==> src/rtl/uart_pkg.sv <==
// Shared definitions for the UART transmit arbiter: FSM encoding and default timeout.
package uart_pkg;

  localparam int unsigned DATA_W             = 8;
  localparam int unsigned TIMEOUT_CYCLES_DEF = 40000;

  typedef enum logic [1:0] {
    IDLE      = 2'd0,
    START     = 2'd1,
    WAIT_DONE = 2'd2
  } tx_state_e;

endpackage

==> src/rtl/rr_arbiter.sv <==
// Round-robin selector: first requester found starting one slot after last_grant_i.
module rr_arbiter #(
  parameter int unsigned NUM_REQ = 4
) (
  input  logic [NUM_REQ-1:0]         req_i,
  input  logic [$clog2(NUM_REQ)-1:0] last_grant_i,
  output logic [NUM_REQ-1:0]         gnt_o,
  output logic [$clog2(NUM_REQ)-1:0] idx_o,
  output logic                       any_o
);

  localparam int unsigned IDX_W = $clog2(NUM_REQ);
  localparam int unsigned SUM_W = IDX_W + 1;

  logic [SUM_W-1:0] sum;
  logic [IDX_W-1:0] slot;

  // Walk from lowest to highest priority so the last hit is the winner.
  always_comb begin
    gnt_o = '0;
    idx_o = '0;
    any_o = |req_i;
    sum   = '0;
    slot  = '0;
    for (int k = NUM_REQ; k >= 1; k--) begin
      sum = {1'b0, last_grant_i} + SUM_W'(k);
      if (sum >= SUM_W'(NUM_REQ)) begin
        sum = sum - SUM_W'(NUM_REQ);
      end
      slot = sum[IDX_W-1:0];
      if (req_i[slot]) begin
        idx_o       = slot;
        gnt_o       = '0;
        gnt_o[slot] = 1'b1;
      end
    end
  end

endmodule

==> src/rtl/uart_tx_arbiter.sv <==
// Shares one uart_tx between NUM_REQ byte requesters with round-robin arbitration
// and a transfer timeout.
module uart_tx_arbiter
  import uart_pkg::*;
#(
  parameter int unsigned NUM_REQ        = 4,
  parameter int unsigned TIMEOUT_CYCLES = TIMEOUT_CYCLES_DEF
) (
  input  logic                          clk,
  input  logic                          rst,
  input  logic [NUM_REQ-1:0]            req_valid,
  input  logic [DATA_W*NUM_REQ-1:0]     req_data,
  output logic [NUM_REQ-1:0]            req_ready,
  output logic                          tx_start,
  output logic [DATA_W-1:0]             tx_data,
  input  logic                          tx_busy,
  input  logic                          tx_done,
  output logic [$clog2(NUM_REQ)-1:0]    grant_id,
  output logic                          busy,
  output logic                          sent,
  output logic                          timeout_err
);

  localparam int unsigned IDX_W = $clog2(NUM_REQ);
  localparam int unsigned CNT_W = (TIMEOUT_CYCLES > 1) ? $clog2(TIMEOUT_CYCLES) : 1;
  localparam logic [CNT_W-1:0] CNT_LAST = CNT_W'(TIMEOUT_CYCLES - 1);

  tx_state_e          state_q, state_d;
  logic [CNT_W-1:0]   cnt_q, cnt_d;
  logic [IDX_W-1:0]   last_q, last_d;
  logic [IDX_W-1:0]   grant_q, grant_d;
  logic [DATA_W-1:0]  tx_data_q, tx_data_d;
  logic               tx_start_q, busy_q;

  logic [NUM_REQ-1:0] arb_gnt;
  logic [IDX_W-1:0]   arb_idx;
  logic               arb_any;

  rr_arbiter #(
    .NUM_REQ (NUM_REQ)
  ) u_rr_arbiter (
    .req_i        (req_valid),
    .last_grant_i (last_q),
    .gnt_o        (arb_gnt),
    .idx_o        (arb_idx),
    .any_o        (arb_any)
  );

  // Next-state and strobe decode; accept is gated by rst so no ready leaks during reset.
  always_comb begin
    state_d     = state_q;
    cnt_d       = cnt_q;
    last_d      = last_q;
    grant_d     = grant_q;
    tx_data_d   = tx_data_q;
    req_ready   = '0;
    sent        = 1'b0;
    timeout_err = 1'b0;
    case (state_q)
      IDLE: begin
        cnt_d = '0;
        if (!rst && !tx_busy && arb_any) begin
          req_ready = arb_gnt;
          tx_data_d = req_data[{arb_idx, 3'b000} +: DATA_W];
          grant_d   = arb_idx;
          last_d    = arb_idx;
          state_d   = START;
        end
      end
      START: begin
        cnt_d   = '0;
        state_d = WAIT_DONE;
      end
      WAIT_DONE: begin
        if (tx_done) begin
          sent    = 1'b1;
          state_d = IDLE;
        end else if (cnt_q == CNT_LAST) begin
          timeout_err = 1'b1;
          state_d     = IDLE;
        end else begin
          cnt_d = cnt_q + CNT_W'(1);
        end
      end
      default: state_d = IDLE;
    endcase
  end

  always_ff @(posedge clk or posedge rst) begin
    if (rst) begin
      state_q    <= IDLE;
      cnt_q      <= '0;
      last_q     <= IDX_W'(NUM_REQ - 1);
      grant_q    <= '0;
      tx_data_q  <= '0;
      tx_start_q <= 1'b0;
      busy_q     <= 1'b0;
    end else begin
      state_q    <= state_d;
      cnt_q      <= cnt_d;
      last_q     <= last_d;
      grant_q    <= grant_d;
      tx_data_q  <= tx_data_d;
      tx_start_q <= (state_d == START);
      busy_q     <= (state_d != IDLE);
    end
  end

  assign tx_start = tx_start_q;
  assign tx_data  = tx_data_q;
  assign grant_id = grant_q;
  assign busy     = busy_q;

endmodule

==> config.mk <==
export PLATFORM = sky130hd
export DESIGN_NAME = uart_tx_arbiter
export DESIGN_NICKNAME = d
export VERILOG_FILES = /design/src/rtl/uart_pkg.sv /design/src/rtl/rr_arbiter.sv /design/src/rtl/uart_tx_arbiter.sv
export SDC_FILE = /design/constraint.sdc
export NUM_CORES = 1
export LEC_CHECK = 0
export BUFFER_PORTS_ARGS = -buffer_cell sky130_fd_sc_hd__buf_4
export CORE_MARGIN = 3
export CORE_UTILIZATION = 57
export DETAILED_ROUTE_END_ITERATION = 10
export MAX_ROUTING_LAYER = met4
export PLACE_DENSITY = 0.91
export SLEW_MARGIN = 20
export SYNTH_ARGS = -nofsm -noshare
export SYNTH_HDL_FRONTEND = slang
export SYNTH_HIERARCHICAL = 1
export SYNTH_SLANG_ARGS = --single-unit
export TNS_END_PERCENT = 5
==> constraint.sdc <==
create_clock -name clk -period 9.2 [get_ports clk]
set_input_delay 2.76 -clock clk [delete_from_list [all_inputs] [get_ports clk]]
set_output_delay 2.76 -clock clk [all_outputs]
set_load 0.03 [all_outputs]
# After elaboration in Yosys (flattened, before gate mapping)
# Index checks and enable logic that the tools add are counted.
# word_totals
elab_cells	92
ff_bits	32
in_bits	40
out_inout_bits	18
# op_classes
mux	42
n_lt_le_gt_ge	12
n_addsub	9
n_reduce_logical	15
shifts	1
n_eq_ne	6
# ops
cell	count
$mux 16	2
$pmux 16 s2	1
$shiftx 32x6->8	1
$mux 4	6
$mux 2	11
$add 16x1->16 const B	1
$eq 16x16->1 const B	1
$mux 1	13
$ge 3x3->1 const B	4
$lt 2x3->1 const B	4
$bmux 1 s2	4
$demux 1 s2	4
$ge 2x1->1 const B	4
$sub 2x1->2 const B	4
$add 2x2->3 const B	2
$logic_and 1x1->1	6
$pmux 2 s3	1
$eq 2x1->1 const B	2
$ne 2x2->1 const B	2
$reduce_bool 2->1	2
$reduce_or 4->1	1
$add 2x1->3 const B	1
$add 2x3->3 const B	1
$reduce_and 3->1	1
other kinds (5)	6

# Depth between registers and ports, before layout
# Gate-level depths: netlist (run 1).
# depth
word_depth	13
mapped_depth	9
depth_no_buf	7

# Hierarchy
# The synthesis (run 1) kept the hierarchy.
# by_module_without_submodules
mod	seq_area_each_um2	n_inst	area_each_um2	cells_per_inst
uart_tx_arbiter	803.3	1	1819.2	160
rr_arbiter	0.0	1	420.4	50

# Least setup slack after synthesis (run 1)
# Ideal clock, no wire load.
# synth_timing
kind	input -> output
from	input rst
to	output req_ready[0]
arrival_time_ns	4.356
path_buffers	1
required_time_ns	6.440
setup_slack_ns	2.084
path_stages	4
path_cell_list	inv_1 and3_2 clkbuf_1 and2_1
# synth_via
elab_chain_len	5
# synth_rtl
item	line	source
start, declared	uart_tx_arbiter.sv:10	input logic rst,
$logic_not 1->1 (no source line)	n/a	
$logic_and 1x1->1 (2 in series)	uart_tx_arbiter.sv:62	if (!rst && !tx_busy && arb_any) begin
$mux 4	uart_tx_arbiter.sv:62	
$mux 4	uart_tx_arbiter.sv:59	case (state_q)
end, declared	uart_tx_arbiter.sv:13	output logic [NUM_REQ-1:0] req_ready,
# Every way passes these cells.

# Final worst setup path (run 1)
# layout_timing
from	input req_valid[1]
to	output req_ready[3]
# layout_via
elab_chain_len	8
word_cells_on_any_way	16
cone_classes	14 x mux; 2 x reduce/logical
# layout_rtl
item	line	source
start, declared	uart_tx_arbiter.sv:11	input logic [NUM_REQ-1:0] req_valid,
$bmux 1 s2	rr_arbiter.sv:31	if (req_i[slot]) begin
$mux 1 (implied by the code)	rr_arbiter.sv:31	
$mux 4 (3 in series)	rr_arbiter.sv:31	
$mux 4 (*)	rr_arbiter.sv:31	
named net arb_gnt[3]	uart_tx_arbiter.sv:35	logic [NUM_REQ-1:0] arb_gnt;
$mux 4 (*)	uart_tx_arbiter.sv:62	
$mux 4 (*)	uart_tx_arbiter.sv:59	
# Mark *: on every way through the listed nets, which the timed path passes. The rest lies on a longest branch. The select of a mux whose other input is x is not followed.

==> results of run 1 <==
[layer usage]
metal,up-vias,GRT usage (%),wire (µm)
met5,-,-,0
li1,904,-,-
met1,976,29.4,2250
met3,12,7.62,301
met4,0,11.4,100
met2,77,38.0,2810
[cell usage after synthesis, drive strengths merged, types with 3 or more instances]
cell type	n
inv	7
nor3	4
nand2	19
a31oi	3
nor2	9
dfrtp	30
ha	7
nor2b	6
o21ai	7
mux4	11
a21oi	6
nand2b	7
or4b	4
mux2i	11
nand3	13
and2	8
and3	5
clkbuf	5
mux2	11
a221oi	4
nor3b	3
[layout make-up]
cell class | count | area (µm²)
inverter | 7 | 26.3
clock buffer | 7 | 96.3
timing repair buffer | 60 | 450
clock inverter | 1 | 30.0
sequential | 32 | 803
tap | 48 | 60.1
fill | 258 | 902
multi-input combinational | 163 | 1350
[path summary, 6_finish.rpt]
kind / slack (ps) / endpoint
min in group asynchronous: 2550 / cnt_q[5]
worst max register to register: 5970 / tx_data[7]
worst min register to register: 510 / tx_data[5]
worst min-delay path: 510 / tx_data[5]
max in group asynchronous: 6310 / last_q[1]
worst max-delay path: 2190 / req_ready[3]
[flip-flops by register name, summed over array words and instances, names as in the netlist]
signal    flops
state_q       2
tx_data       8
cnt_q        16
busy          1
grant_id      2
tx_start      1
last_q        2
[logic make-up (layout without fill, tap and decap cells)]
group / Yosys count / count (layout)
compound gates: 32 / 32
xor+xnor: 1 / 1
fa+ha+maj: 7 / 7
buf+inv: 15 / 75
flops: 32 / 32
mux: 33 / 33
simple gates: 90 / 90
[worst max-delay path, delay by kind of cell]
kind / cells / cell delay (ps)
buffers and inverters: 2 / 300
AND/OR/NAND/NOR: 1 / 150
AO/OA/AOI/OAI: 2 / 470
multiplexers: 1 / 560
[power by group through the flow]
stage / combinational [W] / sequential, W / clock, W
2_1_floorplan: 0.000245 / 0.000244 / 0
3_3_place_gp: 0.000379 / 0.000205 / 0
3_5_place_dp: 0.000388 / 0.000206 / 0
4_1_cts: 0.000388 / 0.000204 / 0.000154
5_1_grt: 0.000415 / 0.000209 / 0.000162
6_report: 0.000388 / 0.000204 / 0.000153
[stage by stage]
step	cells	power, W	hold slack (ps)	cell area (µm²)	worst slack (ps)
global route	318	0.000786	538	2810	2120
floorplan	210	0.000489	505	2240	2080
global placement	310	0.000584	492	2690	2260
finish	318	0.000745	511	2810	2190
CTS	318	0.000746	513	2810	2230
detailed placement	310	0.000594	498	2690	2230
==> impl_metrics.yaml, run 1 <==
status:
  status: "finished clean"
clock_network:
  cts.sinks: 32
  cts-htree-levels: 2
  cts_tree: "built"
  cts_buffer_depth: 2
  root_buffer: "clkbuf_8"
  cts_resized: 0
  clk_latency_ps: 300
  clk_pin_slew_ps: 70
  post_cts_buffers: 0
  cts_buffers: 5
  cts-hold-fix-buffers: 0
worst_setup_path:
  cp_max_fo: 9
  critPathSlowestCell: "mux4_2"
  crit_start: "req_valid[1]"
  cp-start-kind: "input pin"
  max_stage_delay_ps: 560
  path_class: "in -> out"
  cp.arrival_ps: 4250
  cpMostUsedCell: "buf_4"
  r2r_cells: 8
  worstReg2RegStart: "last_q[0]"
  cp_cell_sequence: "buf_4 > mux4_2 > a221oi_1 > a21oi_1 > and2_1 > buf_4"
  critPathRequiredTime_ps: 6440
  endpoint_kind: "output pin"
drt:
  drt_iter0_drc: 180
  drc: 0
  antenna_left: 0
  vias: 1969
  vias_per_cell: 6.19
  wirelength_um: 5460
  dr.pass1.iters: 4
  wire_per_inst_um: 17.2
grt:
  grt_max_degree: 35
  track_usage_pct: 24.6
  grt_first_pass_wirelength_um: 8160
  grt-ovfl-total: 0
  first_global_vias: 1796
  antenna_found_initial: 0
sta:
  finalMaxSlewViolations: 0
  fin_crit_sh_pct: 76.2
  max_freq_ghz: 0.143
  finalSetupTns_ps: 0
  hold_viol: 0
  setup_violations: 0
  period_minus_slack_ps: 7010
  slew-limit-headroom_pct: 59.5
  skew_ps: 11.5
  tightest_slew_ps: 602
  rsz0062_at_grt: "no"
die:
  start_util_pct: 60.3
  coreArea_mm2: 0.00372
  fp.dieH_um: 68.7
  die_area_mm2: 0.00472
  io_pins: 58
  rows: 22
  die_x_um: 68.7
placed_design:
  portBuffers: 57
  gp_congestion: 0.874
  place_hpwl_um: 3800
synthesis:
  syn_inst: 210
  synth_top_family_by_area: "simple AND/OR/NAND/NOR gates"
  netlist_top_cells_area: "dfrtp_1, mux4_2, mux2_2, mux2i_1, ha_1"
  synth_xor_area_share_pct: 0.391
  yosys-mux-area-fraction_pct: 21.5
  yosysTopAreaCell: "dfrtp_1"
  syn_area_mm2: 0.00224
  synth_seq_area_share_pct: 35.9
  synth_simple_gate_area_share_pct: 24.6
  syn_nets: 257
  syn_area_per_cell_um2: 10.7
  ys_async_sr_fraction_pct: 100
  synth_compound_area_share_pct: 9.72
  synth_top_flop_cell: "dfrtp_1"
  yosys_warnings: 6
  synth-edff-count: 0
  yosysUniqueCellTypes: 54
  synth-adder-area-share_pct: 3.91
  synth_seq_cells: 32
  synth_top_cell_area_share_pct: 33.5
cells_and_area:
  final_common_cell: "buf_4"
  post-route-util_pct: 75.7
  diodes: 0
  drive_gt1_share_pct: 38.9
  layout_common_cells: "buf_4, dfrtp_1, nand2_1, nand3_1"
  syn_to_final_growth_pct: 25.6
  fin_nets: 316
power:
  irDropWorstVdd_uv: 213
  power.density_mw_per_mm2: 265
  power_frac_seq_pct: 27.4
  power_switching_w: 0.000290
  p_int_w: 0.000456
  pwr-share-comb_pct: 52.1
  leakage_nw: 1.30
  clkPwrFrac_pct: 20.5
  swShare_pct: 38.9
hold_path:
  hp-class: "reg -> reg"
  hold_start: "tx_data[5]"
  hold_depth: 1
run:
  maxCapViolCount: 0
(Power assumes the default switching activity.)
==> run 2, diff against run 1 <==
--- a/config.mk
+++ b/config.mk
@@ -5,12 +5,13 @@
 export SDC_FILE = /design/constraint.sdc
 export NUM_CORES = 1
 export LEC_CHECK = 0
+export ABC_AREA = 1
 export BUFFER_PORTS_ARGS = -buffer_cell sky130_fd_sc_hd__buf_4
 export CORE_MARGIN = 3
-export CORE_UTILIZATION = 57
+export CORE_UTILIZATION = 49
 export DETAILED_ROUTE_END_ITERATION = 10
 export MAX_ROUTING_LAYER = met4
-export PLACE_DENSITY = 0.91
+export PLACE_DENSITY = 0.83
 export SLEW_MARGIN = 20
 export SYNTH_ARGS = -nofsm -noshare
 export SYNTH_HDL_FRONTEND = slang
==> constraint.sdc (replaced) <==
create_clock -name clk -period 6.1 [get_ports clk]
set_input_delay 1.83 -clock clk [delete_from_list [all_inputs] [get_ports clk]]
set_output_delay 1.83 -clock clk [all_outputs]
set_load 0.03 [all_outputs]
==> impl_metrics.yaml, run 2 <==
status:
  status: "finished clean"
cells_and_area:
  layout_common_cells: "nand2_1, nor2_1, buf_4, inv_1, dfrtp_1"
  drive_gt1_share_pct: 21.4
  post-route-util_pct: 63.2
  fin_nets: 476
  diodes: 0
  regMostFlops: "cnt_q"
  largest_register_ffs: 16
  syn_to_final_growth_pct: 23.0
  final_common_cell: "nand2_1"
drt:
  antenna_left: 0
  vias: 2493
  dr.pass1.iters: 4
  drc: 0
  vias_per_cell: 5.03
  wire_per_inst_um: 11.8
  wirelength_um: 5830
  drt_iter0_drc: 127
power:
  power.density_mw_per_mm2: 448
  leakage_nw: 1.56
  irDropWorstVdd_uv: 358
clock_network:
  clk_pin_slew_ps: 70
  post_cts_buffers: 0
  cts-htree-levels: 2
  cts.sinks: 32
  cts_tree: "built"
  cts_buffers: 5
  cts_buffer_depth: 2
  cts-hold-fix-buffers: 0
  cts_resized: 0
  clk_latency_ps: 290
  root_buffer: "clkbuf_8"
worst_setup_path:
  path_class: "in -> out"
  cp.arrival_ps: 3020
  cp-start-kind: "input pin"
  critPathRequiredTime_ps: 4270
  cp_max_fo: 10
  endpoint_kind: "output pin"
synthesis:
  yosysUniqueCellTypes: 28
  yosys_warnings: 6
  synth_top_flop_cell: "dfrtp_1"
  synth_seq_cells: 32
  netlist_top_cells_area: "dfrtp_1, nand2_1, nor2_1, inv_1, nand3_1"
  synth_seq_area_share_pct: 32.9
  syn_area_mm2: 0.00244
  synth-edff-count: 0
  synth_top_cell_area_share_pct: 30.8
  synth_common_cells: "nand2_1, nor2_1, inv_1"
  syn_inst: 374
  syn_nets: 421
  post-synth-top-count-cell: "nand2_1"
  ys_async_sr_fraction_pct: 100
  yosysTopAreaCell: "dfrtp_1"
  syn_area_per_cell_um2: 6.53
sta:
  rsz0062_at_grt: "no"
  slew-limit-headroom_pct: 43.1
  max_freq_ghz: 0.206
  fin_crit_sh_pct: 79.6
  period_minus_slack_ps: 4850
  tightest_slew_ps: 851
  hold_viol: 0
  finalMaxSlewViolations: 0
  skew_ps: 1.76
  finalSetupTns_ps: 0
  setup_violations: 0
grt:
  grt-ovfl-total: 0
  track_usage_pct: 21.5
  first_global_vias: 2308
  grt_max_degree: 33
  grt_first_pass_wirelength_um: 10200
  antenna_found_initial: 0
die:
  io_pins: 58
  die_x_um: 76.6
  rows: 25
  fp.dieH_um: 76.6
  coreArea_mm2: 0.00475
  die_area_mm2: 0.00586
  start_util_pct: 51.3
run:
  maxCapViolCount: 0
hold_path:
  hp-class: "reg -> reg"
placed_design:
  place_hpwl_um: 4370
  portBuffers: 57
  gp_congestion: 0.857
## run 2: kinds of logic after synthesis
logic type	Yosys count	synth area share (%)
adders and majority gates	7	3.59
AOI/OAI and AO/OA	39	10.8
xor gates and xnor gates	6	2.15
and+or+nand+nor	233	41.0
buffers and inverters	57	9.64
DFF	32	32.9
## run 2: cell type report
cell class	count	area [µm²]
inverter	46	174
clock buffer	7	96.3
sequential	32	803
fill	440	1750
timing repair buffer	59	443
tap	67	83.8
multi-input combinational	285	1400
## run 2: critical path, stage by stage
cell and delay, ps:
buf_4 110, inv_1 80, nand2_1 100, nand3_2 120, nand2_4 100, nor2_4 140, nand2_1 70, nand3_1 90
nand2_1 50, inv_1 40, inv_1 30, nor2_1 90, buf_4 170
## run 2: where the power goes
| part | switching, W | internal (W) | total, W |
|---|---|---|---|
| Sequential | 0.0000453 | 0.000269 | 0.000314 |
| Clock | 0.0000814 | 0.000100 | 0.000182 |
| Combinational | 0.000561 | 0.000288 | 0.000849 |
## run 2: per-layer routing
layer / track usage (%) / wire length (µm) / share of wire (%) / vias up
li1: - / - / - / 1290
met2: 34.9 / 2790 / 48 / 68
met4: 7.97 / 120 / 2.1 / 0
met5: - / 0 / 0 / -
met1: 27.0 / 2650 / 45 / 1119
met3: 3.66 / 270 / 4.6 / 16
## run 2: per-stage QoR
stage | cell area [µm²] | hold slack (ps) | setup WS [ps] | total power (W) | std cells
after floorplan | 2440 | 493 | 1340 | 0.000980 | 374
after global placement | 2910 | 467 | 1310 | 0.00115 | 489
after detailed placement | 2910 | 467 | 1270 | 0.00117 | 489
after CTS | 3000 | 485 | 1260 | 0.00135 | 496
after global routing | 3000 | 510 | 1070 | 0.00147 | 496
final | 3000 | 481 | 1250 | 0.00134 | 496
## run 2: final timing paths
kind,start,end,slack (ps),cells past startpoint
max in group asynchronous,rst,last_q[1],4140,3
min reg2reg,tx_data[6],tx_data[6],480,2
min in group asynchronous,rst,tx_start,1640,3
max reg2reg,last_q[0],tx_data[4],2850,14
max,req_valid[3],req_ready[0],1250,13
min,tx_data[6],tx_data[6],480,2
